===== src/rtl/meep_uart_lite.sv =====
// rtl/meep_uart_lite.sv - AXI4-Lite UART: TX/RX FIFOs, 8N1 serializer/deserializer, status/control, interrupt
module meep_uart_lite_fifo #(
    parameter int DEPTH = 16,
    parameter int WIDTH = 8
) (
    input  logic             clk,
    input  logic             resetn,
    input  logic             flush,
    input  logic             push,
    input  logic [WIDTH-1:0] push_data,
    input  logic             pop,
    output logic [WIDTH-1:0] head,
    output logic             empty,
    output logic             full
);
    localparam int AW = $clog2(DEPTH);

    logic [AW:0]      wr_ptr_q, wr_ptr_d;
    logic [AW:0]      rd_ptr_q, rd_ptr_d;
    logic [WIDTH-1:0] mem_q [DEPTH];
    logic [WIDTH-1:0] mem_d [DEPTH];
    logic             do_push;
    logic             do_pop;

    assign empty   = (wr_ptr_q == rd_ptr_q);
    assign full    = (wr_ptr_q[AW] != rd_ptr_q[AW]) && (wr_ptr_q[AW-1:0] == rd_ptr_q[AW-1:0]);
    assign head    = mem_q[rd_ptr_q[AW-1:0]];
    assign do_push = push && !full;
    assign do_pop  = pop && !empty;

    // Flush outranks a same-cycle push or pop so the queue always ends up empty.
    always_comb begin
        wr_ptr_d = wr_ptr_q;
        rd_ptr_d = rd_ptr_q;
        mem_d    = mem_q;
        if (flush) begin
            wr_ptr_d = '0;
            rd_ptr_d = '0;
        end else begin
            if (do_push) begin
                mem_d[wr_ptr_q[AW-1:0]] = push_data;
                wr_ptr_d = wr_ptr_q + 1'b1;
            end
            if (do_pop) begin
                rd_ptr_d = rd_ptr_q + 1'b1;
            end
        end
    end

    always_ff @(posedge clk) begin
        if (!resetn) begin
            wr_ptr_q <= '0;
            rd_ptr_q <= '0;
        end else begin
            wr_ptr_q <= wr_ptr_d;
            rd_ptr_q <= rd_ptr_d;
        end
    end

    always_ff @(posedge clk) begin
        mem_q <= mem_d;
    end
endmodule

module meep_uart_lite #(
    parameter int DIV        = 434,
    parameter int FIFO_DEPTH = 16
) (
    input  logic        chipset_clk,
    input  logic        chipset_rst_n,
    input  logic [12:0] s_axi_awaddr,
    input  logic        s_axi_awvalid,
    output logic        s_axi_awready,
    input  logic [31:0] s_axi_wdata,
    input  logic        s_axi_wvalid,
    output logic        s_axi_wready,
    output logic [1:0]  s_axi_bresp,
    output logic        s_axi_bvalid,
    input  logic        s_axi_bready,
    input  logic [12:0] s_axi_araddr,
    input  logic        s_axi_arvalid,
    output logic        s_axi_arready,
    output logic [31:0] s_axi_rdata,
    output logic [1:0]  s_axi_rresp,
    output logic        s_axi_rvalid,
    input  logic        s_axi_rready,
    input  logic        uart_rx,
    output logic        uart_tx,
    output logic        uart_irq
);
    typedef enum logic [1:0] {W_IDLE, W_ACK, W_RESP} w_state_e;
    typedef enum logic [1:0] {R_IDLE, R_ACK, R_RESP} r_state_e;
    typedef enum logic [1:0] {TX_IDLE, TX_START, TX_DATA, TX_STOP} tx_state_e;
    typedef enum logic [1:0] {RX_IDLE, RX_START, RX_DATA, RX_STOP} rx_state_e;

    localparam logic [15:0] DIV_M1      = 16'(DIV - 1);
    localparam logic [15:0] HALF_M1     = 16'(DIV / 2 - 1);
    localparam logic [1:0]  RESP_OKAY   = 2'b00;
    localparam logic [1:0]  RESP_SLVERR = 2'b10;
    localparam logic [1:0]  A_RXDATA    = 2'd0;
    localparam logic [1:0]  A_TXDATA    = 2'd1;
    localparam logic [1:0]  A_STAT      = 2'd2;
    localparam logic [1:0]  A_CTRL      = 2'd3;

    w_state_e    w_state_q, w_state_d;
    r_state_e    r_state_q, r_state_d;
    tx_state_e   tx_state_q, tx_state_d;
    rx_state_e   rx_state_q, rx_state_d;
    logic [1:0]  bresp_q, bresp_d;
    logic [1:0]  rresp_q, rresp_d;
    logic [31:0] rdata_q, rdata_d;
    logic        intr_en_q, intr_en_d;
    logic        overrun_q, overrun_d;
    logic        frame_err_q, frame_err_d;
    logic        tx_done_q, tx_done_d;
    logic        irq_q, irq_d;
    logic [15:0] tx_cnt_q, tx_cnt_d;
    logic [2:0]  tx_bit_q, tx_bit_d;
    logic [7:0]  tx_shift_q, tx_shift_d;
    logic        tx_q, tx_d;
    logic        rx_sync1_q, rx_sync1_d;
    logic        rx_sync2_q, rx_sync2_d;
    logic [15:0] rx_cnt_q, rx_cnt_d;
    logic [2:0]  rx_bit_q, rx_bit_d;
    logic [7:0]  rx_shift_q, rx_shift_d;

    logic        wr_bad, rd_bad, w_commit, r_capture;
    logic [1:0]  wr_idx, rd_idx;
    logic        tx_push, tx_pop, tx_flush, tx_empty, tx_full, tx_avail;
    logic        rx_push, rx_pop, rx_flush, rx_empty, rx_full;
    logic [7:0]  tx_head, rx_head, stat;
    logic        ctrl_wr, stat_rd, tx_done_set, overrun_set, frame_err_set;
    logic        unused_bits;

    assign unused_bits = ^{s_axi_awaddr[1:0], s_axi_araddr[1:0], s_axi_wdata[31:5], s_axi_wdata[3:2]};

    assign wr_bad    = |s_axi_awaddr[12:4];
    assign rd_bad    = |s_axi_araddr[12:4];
    assign wr_idx    = s_axi_awaddr[3:2];
    assign rd_idx    = s_axi_araddr[3:2];
    assign w_commit  = (w_state_q == W_ACK);
    assign r_capture = (r_state_q == R_ACK);
    assign tx_push   = w_commit && !wr_bad && (wr_idx == A_TXDATA);
    assign ctrl_wr   = w_commit && !wr_bad && (wr_idx == A_CTRL);
    assign tx_flush  = ctrl_wr && s_axi_wdata[0];
    assign rx_flush  = ctrl_wr && s_axi_wdata[1];
    assign rx_pop    = r_capture && !rd_bad && (rd_idx == A_RXDATA);
    assign stat_rd   = r_capture && !rd_bad && (rd_idx == A_STAT);
    assign tx_avail  = !tx_empty && !tx_flush;
    assign stat      = {tx_done_q, frame_err_q, overrun_q, intr_en_q, tx_full, tx_empty, rx_full, !rx_empty};

    meep_uart_lite_fifo #(.DEPTH(FIFO_DEPTH), .WIDTH(8)) u_tx_fifo (
        .clk       (chipset_clk),
        .resetn    (chipset_rst_n),
        .flush     (tx_flush),
        .push      (tx_push),
        .push_data (s_axi_wdata[7:0]),
        .pop       (tx_pop),
        .head      (tx_head),
        .empty     (tx_empty),
        .full      (tx_full)
    );

    meep_uart_lite_fifo #(.DEPTH(FIFO_DEPTH), .WIDTH(8)) u_rx_fifo (
        .clk       (chipset_clk),
        .resetn    (chipset_rst_n),
        .flush     (rx_flush),
        .push      (rx_push),
        .push_data (rx_shift_q),
        .pop       (rx_pop),
        .head      (rx_head),
        .empty     (rx_empty),
        .full      (rx_full)
    );

    // Write channel: address and data are only ever taken together.
    always_comb begin
        w_state_d     = w_state_q;
        bresp_d       = bresp_q;
        s_axi_awready = 1'b0;
        s_axi_wready  = 1'b0;
        s_axi_bvalid  = 1'b0;
        case (w_state_q)
            W_IDLE: if (s_axi_awvalid && s_axi_wvalid) w_state_d = W_ACK;
            W_ACK: begin
                s_axi_awready = 1'b1;
                s_axi_wready  = 1'b1;
                bresp_d       = wr_bad ? RESP_SLVERR : RESP_OKAY;
                w_state_d     = W_RESP;
            end
            W_RESP: begin
                s_axi_bvalid = 1'b1;
                if (s_axi_bready) w_state_d = W_IDLE;
            end
            default: w_state_d = W_IDLE;
        endcase
    end

    always_comb begin
        r_state_d     = r_state_q;
        rdata_d       = rdata_q;
        rresp_d       = rresp_q;
        s_axi_arready = 1'b0;
        s_axi_rvalid  = 1'b0;
        case (r_state_q)
            R_IDLE: if (s_axi_arvalid) r_state_d = R_ACK;
            R_ACK: begin
                s_axi_arready = 1'b1;
                rresp_d       = rd_bad ? RESP_SLVERR : RESP_OKAY;
                rdata_d       = 32'd0;
                if (!rd_bad) begin
                    case (rd_idx)
                        A_RXDATA: rdata_d = rx_empty ? 32'd0 : {24'd0, rx_head};
                        A_STAT:   rdata_d = {24'd0, stat};
                        default:  rdata_d = 32'd0;
                    endcase
                end
                r_state_d = R_RESP;
            end
            R_RESP: begin
                s_axi_rvalid = 1'b1;
                if (s_axi_rready) r_state_d = R_IDLE;
            end
            default: r_state_d = R_IDLE;
        endcase
    end

    // Serializer; uart_tx is registered, so every bit lags the state by one cycle uniformly.
    always_comb begin
        tx_state_d  = tx_state_q;
        tx_cnt_d    = tx_cnt_q;
        tx_bit_d    = tx_bit_q;
        tx_shift_d  = tx_shift_q;
        tx_pop      = 1'b0;
        tx_done_set = 1'b0;
        case (tx_state_q)
            TX_IDLE: begin
                if (tx_avail) begin
                    tx_pop     = 1'b1;
                    tx_shift_d = tx_head;
                    tx_cnt_d   = '0;
                    tx_state_d = TX_START;
                end
            end
            TX_START: begin
                if (tx_cnt_q == DIV_M1) begin
                    tx_cnt_d   = '0;
                    tx_bit_d   = '0;
                    tx_state_d = TX_DATA;
                end else begin
                    tx_cnt_d = tx_cnt_q + 16'd1;
                end
            end
            TX_DATA: begin
                if (tx_cnt_q == DIV_M1) begin
                    tx_cnt_d   = '0;
                    tx_shift_d = {1'b0, tx_shift_q[7:1]};
                    if (tx_bit_q == 3'd7) tx_state_d = TX_STOP;
                    else                  tx_bit_d   = tx_bit_q + 3'd1;
                end else begin
                    tx_cnt_d = tx_cnt_q + 16'd1;
                end
            end
            TX_STOP: begin
                if (tx_cnt_q == DIV_M1) begin
                    tx_cnt_d = '0;
                    if (tx_avail) begin
                        tx_pop     = 1'b1;
                        tx_shift_d = tx_head;
                        tx_state_d = TX_START;
                    end else begin
                        tx_done_set = 1'b1;
                        tx_state_d  = TX_IDLE;
                    end
                end else begin
                    tx_cnt_d = tx_cnt_q + 16'd1;
                end
            end
            default: tx_state_d = TX_IDLE;
        endcase
        case (tx_state_q)
            TX_START: tx_d = 1'b0;
            TX_DATA:  tx_d = tx_shift_q[0];
            default:  tx_d = 1'b1;
        endcase
    end

    // Deserializer: start is confirmed at mid-bit, then every later sample lands mid-bit.
    always_comb begin
        rx_sync1_d    = uart_rx;
        rx_sync2_d    = rx_sync1_q;
        rx_state_d    = rx_state_q;
        rx_cnt_d      = rx_cnt_q;
        rx_bit_d      = rx_bit_q;
        rx_shift_d    = rx_shift_q;
        rx_push       = 1'b0;
        overrun_set   = 1'b0;
        frame_err_set = 1'b0;
        case (rx_state_q)
            RX_IDLE: begin
                if (!rx_sync2_q) begin
                    rx_cnt_d   = '0;
                    rx_state_d = RX_START;
                end
            end
            RX_START: begin
                if (rx_cnt_q == HALF_M1) begin
                    rx_cnt_d   = '0;
                    rx_bit_d   = '0;
                    rx_state_d = rx_sync2_q ? RX_IDLE : RX_DATA;
                end else begin
                    rx_cnt_d = rx_cnt_q + 16'd1;
                end
            end
            RX_DATA: begin
                if (rx_cnt_q == DIV_M1) begin
                    rx_cnt_d   = '0;
                    rx_shift_d = {rx_sync2_q, rx_shift_q[7:1]};
                    if (rx_bit_q == 3'd7) rx_state_d = RX_STOP;
                    else                  rx_bit_d   = rx_bit_q + 3'd1;
                end else begin
                    rx_cnt_d = rx_cnt_q + 16'd1;
                end
            end
            RX_STOP: begin
                if (rx_cnt_q == DIV_M1) begin
                    rx_cnt_d   = '0;
                    rx_state_d = RX_IDLE;
                    if (!rx_sync2_q)  frame_err_set = 1'b1;
                    else if (rx_full) overrun_set   = 1'b1;
                    else              rx_push       = 1'b1;
                end else begin
                    rx_cnt_d = rx_cnt_q + 16'd1;
                end
            end
            default: rx_state_d = RX_IDLE;
        endcase
    end

    // Sticky flags: a fresh event in the clearing cycle is kept rather than lost.
    always_comb begin
        intr_en_d   = ctrl_wr ? s_axi_wdata[4] : intr_en_q;
        overrun_d   = (overrun_q && !stat_rd) || overrun_set;
        frame_err_d = (frame_err_q && !stat_rd) || frame_err_set;
        tx_done_d   = (tx_done_q && !stat_rd && !tx_push) || tx_done_set;
        irq_d       = intr_en_q && (!rx_empty || tx_done_q);
    end

    always_ff @(posedge chipset_clk) begin
        if (!chipset_rst_n) begin
            w_state_q   <= W_IDLE;
            r_state_q   <= R_IDLE;
            tx_state_q  <= TX_IDLE;
            rx_state_q  <= RX_IDLE;
            bresp_q     <= RESP_OKAY;
            rresp_q     <= RESP_OKAY;
            rdata_q     <= '0;
            intr_en_q   <= 1'b0;
            overrun_q   <= 1'b0;
            frame_err_q <= 1'b0;
            tx_done_q   <= 1'b0;
            irq_q       <= 1'b0;
            tx_cnt_q    <= '0;
            tx_bit_q    <= '0;
            tx_shift_q  <= '0;
            tx_q        <= 1'b1;
            rx_sync1_q  <= 1'b1;
            rx_sync2_q  <= 1'b1;
            rx_cnt_q    <= '0;
            rx_bit_q    <= '0;
            rx_shift_q  <= '0;
        end else begin
            w_state_q   <= w_state_d;
            r_state_q   <= r_state_d;
            tx_state_q  <= tx_state_d;
            rx_state_q  <= rx_state_d;
            bresp_q     <= bresp_d;
            rresp_q     <= rresp_d;
            rdata_q     <= rdata_d;
            intr_en_q   <= intr_en_d;
            overrun_q   <= overrun_d;
            frame_err_q <= frame_err_d;
            tx_done_q   <= tx_done_d;
            irq_q       <= irq_d;
            tx_cnt_q    <= tx_cnt_d;
            tx_bit_q    <= tx_bit_d;
            tx_shift_q  <= tx_shift_d;
            tx_q        <= tx_d;
            rx_sync1_q  <= rx_sync1_d;
            rx_sync2_q  <= rx_sync2_d;
            rx_cnt_q    <= rx_cnt_d;
            rx_bit_q    <= rx_bit_d;
            rx_shift_q  <= rx_shift_d;
        end
    end

    assign s_axi_bresp = bresp_q;
    assign s_axi_rresp = rresp_q;
    assign s_axi_rdata = rdata_q;
    assign uart_tx     = tx_q;
    assign uart_irq    = irq_q;
endmodule


===== config.mk =====
export PLATFORM = sky130hd
export DESIGN_NAME = meep_uart_lite
export DESIGN_NICKNAME = d
export VERILOG_FILES = /design/src/rtl/meep_uart_lite.sv
export SDC_FILE = /design/constraint.sdc
export NUM_CORES = 1
export LEC_CHECK = 0
export CAP_MARGIN = 10
export CELL_PAD_IN_SITES_DETAIL_PLACEMENT = 0
export CELL_PAD_IN_SITES_GLOBAL_PLACEMENT = 1
export CORE_MARGIN = 8
export CORE_UTILIZATION = 30
export DETAILED_ROUTE_END_ITERATION = 8
export GPL_ROUTABILITY_DRIVEN = 0
export PLACE_DENSITY_LB_ADDON = 0.1
export REMOVE_ABC_BUFFERS = 1
export SYNTH_ARGS = -nofsm -noshare
export SYNTH_HDL_FRONTEND = slang
export SYNTH_HIERARCHICAL = 1
export SYNTH_SLANG_ARGS = --single-unit

===== constraint.sdc =====
create_clock -name chipset_clk -period 8.17 [get_ports chipset_clk]
set_clock_uncertainty 0.05 [all_clocks]
set_input_delay 0.817 -clock chipset_clk [delete_from_list [all_inputs] [get_ports chipset_clk]]
set_output_delay 0.817 -clock chipset_clk [all_outputs]
set_load 0.1 [all_outputs]

==> impl_metrics.yaml, run 1 <==
status:
  run_status: "completed"
layout:
  nNetsFinal: 1295
  fin_area_um2: 18500
  post-route-util_pct: 35.4
  drive_above_1_share_pct: 17.3
  antenna_cells: 0
  area.growth.synth_to_final_pct: 17.7
  stdcell_count: 1928
cts:
  clkTransAtPathRegs_ns: 0.05
  cts_sinks: 356
  cts_tree: "done"
  holdBufCountCts: 0
  cts_buffers: 44
  cts_setup_buffers: 0
  h-tree-depth: 2
  clk_path_buf_depth: 3
  cts_root_buf: "clkbuf_16"
  clk_latency_ns: 0.56
  ctsResizeCount: 0
synthesis:
  yosysSeqAreaShare_pct: 61.8
  async_flop_share_pct: 0
  synthFlopType: "edfxtp_1"
  synthesis.area_um2: 15700
  avgSynthCellArea_um2: 13.9
  yosysWarnings: 6
  synth.distinct_cells: 75
  ys_ff_latch: 356
  synth-edff-count: 256
  syn_inst: 1125
critical_path:
  critical_path_class: "flip-flop to flip-flop"
  path_delay_family: "simple AND/OR/NAND/NOR gates"
  worstPathArrival_ns: 3.66
  slowest_stage: "nor3_2"
  crit_path_max_fanout: 18
  critPathCapture: "u_rx_fifo/mem_q[92]"
  r2r-end: "u_rx_fifo/mem_q[92]"
  cp-start-kind: "flip-flop"
  max_stage_delay_ns: 0.84
  r2r_slack_ns: 4.64
  reg2reg_from: "rx_cnt_q[4]"
  cp-end-kind: "flip-flop"
  cp.depth: 7
  cp-startpoint: "rx_cnt_q[4]"
  r2r_cells: 7
  path_cells: "nor3b_1 -> nand3_1 -> nor3_1 -> nand2_1 -> nor2_1 -> o21ai_2 -> nor3_2"
  path_buf_inv: 0
  required_ns: 8.30
route:
  via_per_inst: 4.86
  drt-initial-drc-count: 590
  dr_total_vias: 9372
  antenna_left: 0
  drc_errors: 0
  firstDrtPassIters: 5
  wl_per_cell_um: 20.5
  wl_um: 39600
global_routing:
  grt_overflow: 0
  grt_usage_pct: 13.2
  grt_max_degree: 46
  antenna_found_initial: 0
  first_global_vias: 9669
  grt_pass1_wl_um: 61000
worst_hold_path:
  min_path_type: "flip-flop to flip-flop"
sta:
  tightest_slew_ns: 1.20
  period_needed_ns: 3.53
  finalCritPeriodShare_pct: 43.2
  slew_viol_final: 0
  timing_hold_violations_final: 0
  grt_setup_unrepaired: "false"
  setup_violations: 0
  finalSetupTns_ns: 0
  max_slew_margin_pct: 19.5
  fmax_mhz: 283
power:
  p_leak_nw: 5.91
  powerDensity_nw_per_um2: 218
  ir_drop_uv: 148
floorplanning:
  start_util_pct: 30.1
  coreArea_um2: 52100
  die_w_um: 245
  die_height_um: 245
  design.die.area_um2: 59900
  ios: 109
  core.rowCount: 84
placement:
  hpwl_um: 25200
  placed_area_um2: 17000
  port_buffers: 54
  placed_cells: 1847
flow_run:
  drv_cap: 0
## registers in the layout, indices dropped and copies added (netlist names), 5 cells and up, named ones only
register            flops
u_rx_fifo/wr_ptr_q      5
s_axi_rdata             8
u_tx_fifo/rd_ptr_q      5
u_rx_fifo/rd_ptr_q      5
u_tx_fifo/wr_ptr_q      5
rx_shift_q              8
u_rx_fifo/mem_q       128
tx_shift_q              8
rx_cnt_q               16
tx_cnt_q               16
u_tx_fifo/mem_q       128
## worst min-delay path by stage
stage	startpoint	end	cells after the start
final	rx_sync1_q	rx_sync2_q	1
after global placement	rx_sync1_q	rx_sync2_q	1
after global routing	rx_sync1_q	rx_sync2_q	1
after CTS	rx_sync1_q	rx_sync2_q	1
after detailed placement	rx_sync1_q	rx_sync2_q	1
after floorplan	rx_sync1_q	rx_sync2_q	1
## cell usage in the layout, fill, tap and decap left out, types with 8 or more instances in the layout
cell type        count
nand2b_1            23
buf_4               39
nor3_1              24
mux4_2              64
edfxtp_1           256
nor3_2               8
nor2b_1             22
nand2_1            102
nor2_1              48
clkbuf_1             9
mux2i_1             43
nand4_1             22
a21oi_1             53
o21ai_0             10
xor2_1               9
inv_1               27
nor4_2              14
nand3_1             29
clkdlybuf4s50_1     53
a31oi_1              9
nor4_1              16
clkinv_2             9
a211oi_1            20
clkinv_1            11
clkbuf_16           44
dfxtp_1             98
conb_1              26
ha_1                24
xnor2_1             12
## where the power goes
group	switching (mW)	total, mW	internal (mW)
Clock	0.766	1.95	1.18
Sequential	0.00421	1.93	1.93
Combinational	0.121	0.154	0.0326
## through the flow
step                      setup slack (ns)  hold slack (ns)  total power [mW]
after floorplan                       4.26            0.336              2.07
after global placement                4.17            0.342              2.12
after detailed placement              4.13            0.345              2.12
after CTS                             4.57            0.358              4.10
after global routing                  4.33            0.395              4.17
final                                 4.64            0.354              4.03
## metal layers
layer / up-vias / track usage, % / routed length, um
li1: 4463 / - / -
met2: 136 / 20.7 / 18200
met3: 48 / 2.52 / 1460
met4: 0 / 3.36 / 694
met1: 4725 / 18.6 / 19200
met5: - / 0 / 0
## cells by family after synthesis
kind of cell | after synthesis | share of synthesized area (%)
xor gates and xnor gates | 21 | 1.17
buffers and inverters | 112 | 4.06
muxes | 114 | 12.4
AOI/OAI and AO/OA | 152 | 6.99
other | 1 | 0.0239
adders and majority gates | 24 | 1.91
and+or+nand+nor | 345 | 11.6
DFF | 356 | 61.8
## cells in the mapped netlist (4+ instances only)
cell type	number	share of area [%]
inv_1	27	0.65
nand4_1	22	0.88
clkbuf_1	28	0.67
o211ai_1	6	0.29
nor3b_1	4	0.19
o21ai_0	10	0.32
mux2i_1	43	2.7
nand3_1	29	0.93
edfxtp_1	256	49
nand2_1	102	2.4
buf_2	12	0.38
a21oi_1	53	1.7
and3_1	5	0.20
a32oi_1	7	0.39
buf_4	31	1.5
mux2_2	7	0.50
a311oi_1	7	0.39
xnor2_1	12	0.67
nor4_1	26	1.0
dfxtp_1	100	13
nand2b_1	23	0.92
buf_6	11	0.79
mux4_2	64	9.2
a31oi_1	9	0.36
ha_1	24	1.9
nor2_1	48	1.1
nor4_2	4	0.32
a211oi_1	20	0.96
o21ai_1	4	0.13
nor3_1	31	0.99
nor2b_1	22	0.88
xor2_1	9	0.50
## layout make-up
class                   instances  area, um2
well taps                     688        861
multi-input cells             682       5550
inverters                      28        105
clock inverters                28        297
flip-flops and latches        356       9690
clock buffers                  53       1130
fillers                      5092      33700
repair buffers                 93        828
(Power assumes the default switching activity.)
==> run 2: changes to the inputs <==
==> constraint.sdc (replaced) <==
create_clock -name chipset_clk -period 3.53 [get_ports chipset_clk]
set_clock_uncertainty 0.05 [all_clocks]
set_input_delay 0.353 -clock chipset_clk [delete_from_list [all_inputs] [get_ports chipset_clk]]
set_output_delay 0.353 -clock chipset_clk [all_outputs]
set_load 0.1 [all_outputs]
==> run 2 against run 1 <==
- largest cell class unchanged
- combinational power up 130%
- critical path type unchanged
- hold slack lost 0.19 ns
- global-route usage hardly changed
- total power is 120% higher
- fmax rose by 20%
==> impl_metrics.yaml, run 2 (synthesized netlist as in run 1, its figures left out) <==
status:
  run_status: "completed"
sta:
  tightest_slew_ns: 1.01
  hold_ws_ns: 0.167
  period_needed_ns: 2.94
  slew_viol_final: 0
  finalCritPeriodShare_pct: 83.3
  timing_hold_violations_final: 0
  finalSetupTns_ns: 0
  fmax_mhz: 340
  setup_violations: 0
  max_slew_margin_pct: 32.3
  grt_setup_unrepaired: "false"
critical_path:
  worstPathArrival_ns: 3.14
  cp-end-kind: "flip-flop"
  cp-start-kind: "flip-flop"
  crit_path_max_fanout: 18
  critical_path_class: "flip-flop to flip-flop"
  required_ns: 3.73
worst_hold_path:
  min_path_type: "primary input to flip-flop"
placement:
  hpwl_um: 26000
  placed_area_um2: 17100
  port_buffers: 54
cts:
  holdBufCountCts: 0
  h-tree-depth: 2
  cts_setup_buffers: 0
  ctsResizeCount: 0
  cts_buffers: 42
  clk_path_buf_depth: 3
  clk_latency_ns: 0.57
  clkTransAtPathRegs_ns: 0.05
  cts_root_buf: "clkbuf_16"
  cts_tree: "done"
  cts_sinks: 356
flow_run:
  drv_cap: 0
layout:
  nNetsFinal: 1311
  post-route-util_pct: 35.4
  reg_top3: "u_rx_fifo/mem_q x128, u_tx_fifo/mem_q x128"
  antenna_cells: 0
  area.growth.synth_to_final_pct: 17.6
  multi_input_area_um2: 5510
  fin_area_um2: 18400
  final_cell_mix: "edfxtp_1, nand2_1, dfxtp_1"
  num-fill-cells: 5143
  regArea_um2: 9690
  layout_commonest_cell: "edfxtp_1"
  drive_above_1_share_pct: 18.2
power:
  seq_power_share_pct: 49.9
  sw_frac_of_total_pct: 22.7
  switchingPower_mw: 2.03
  share_comb_of_total_power_pct: 4.0
  clockPowerShare_pct: 46.1
  p_leak_nw: 5.95
  ir_drop_uv: 359
  cell_internal_pwr_mw: 6.91
  powerDensity_nw_per_um2: 485
route:
  dr_total_vias: 9351
  wl_um: 39500
  firstDrtPassIters: 5
  via_per_inst: 4.82
  drt-initial-drc-count: 570
  drc_errors: 0
  antenna_left: 0
  wl_per_cell_um: 20.4
floorplanning:
  coreArea_um2: 52100
  core.rowCount: 84
  die_height_um: 245
  start_util_pct: 30.1
  design.die.area_um2: 59900
  die_w_um: 245
  ios: 109
global_routing:
  antenna_found_initial: 0
  grt_max_degree: 43
  first_global_vias: 9736
  grt_pass1_wl_um: 60900
  grt_usage_pct: 13.2
  grt_overflow: 0
run 2: changes by cell type in the layout (fill, tap and decap cells not counted), sizes merged:
| cell | previous run | this run |
|---|---|---|
| clkbuf | 53 | 51 |
| bufinv | 6 | 2 |
| inv | 29 | 27 |
| clkinv | 21 | 20 |
| buf | 40 | 63 |
| clkdlybuf4s50 | 53 | 48 |
| clkinvlp | 0 | 2 |
run 2: worst paths after layout:
path / start / slack (ns) / cells after the start / to
worst min-delay path: chipset_rst_n / 0.17 / 2 / rx_sync1_q
worst max-delay path: rx_cnt_q[9] / 0.59 / 8 / u_rx_fifo/mem_q[59]
worst min register to register: rx_sync1_q / 0.36 / 1 / rx_sync2_q
worst max register to register: rx_cnt_q[9] / 0.59 / 8 / u_rx_fifo/mem_q[59]
run 2: power groups by stage:
stage               Sequential [mW]  Combinational [mW]  Clock [mW]
global route                   4.46               0.383        4.44
floorplan                      4.56               0.215           0
CTS                            4.46               0.363        4.29
finish                         4.46               0.357        4.13
detailed placement             4.55               0.362           0
global placement               4.55               0.361           0
run 2: cell type report:
class / count / area share (%)
timing repair buffer: 111 / 5.29
tap: 688 / 4.67
sequential: 356 / 52.6
clock inverter: 23 / 1.02
multi-input combinational: 682 / 29.9
inverter: 28 / 0.570
clock buffer: 51 / 6.00
run 2: metal layers:
layer / part of all wire, % / wire [um] / vias to the layer above / track usage [%]
met4: 2.3 / 912 / 0 / 3.75
li1: - / - / 4487 / -
met1: 47 / 18600 / 4686 / 17.9
met5: 0 / 0 / - / 0
met2: 47 / 18700 / 126 / 21.4
met3: 3.4 / 1340 / 52 / 2.50
run 2: critical path, cell delays in order (launching register included):
cell	delay, ns
dfxtp_1	0.35
nor4_2	0.46
nand3_1	0.19
nor3_1	0.27
nand2_1	0.08
nor2_1	0.32
o21ai_2	0.34
nor4_1	0.34
buf_4	0.24
run 2: stage by stage:
stage	power (mW)	setup WS, ns	instances
after floorplan	4.78	-0.382	1066
after global placement	4.91	0.360	1865
after detailed placement	4.92	0.322	1865
after CTS	9.11	0.560	1939
after global routing	9.28	0.254	1939
final	8.95	0.589	1939
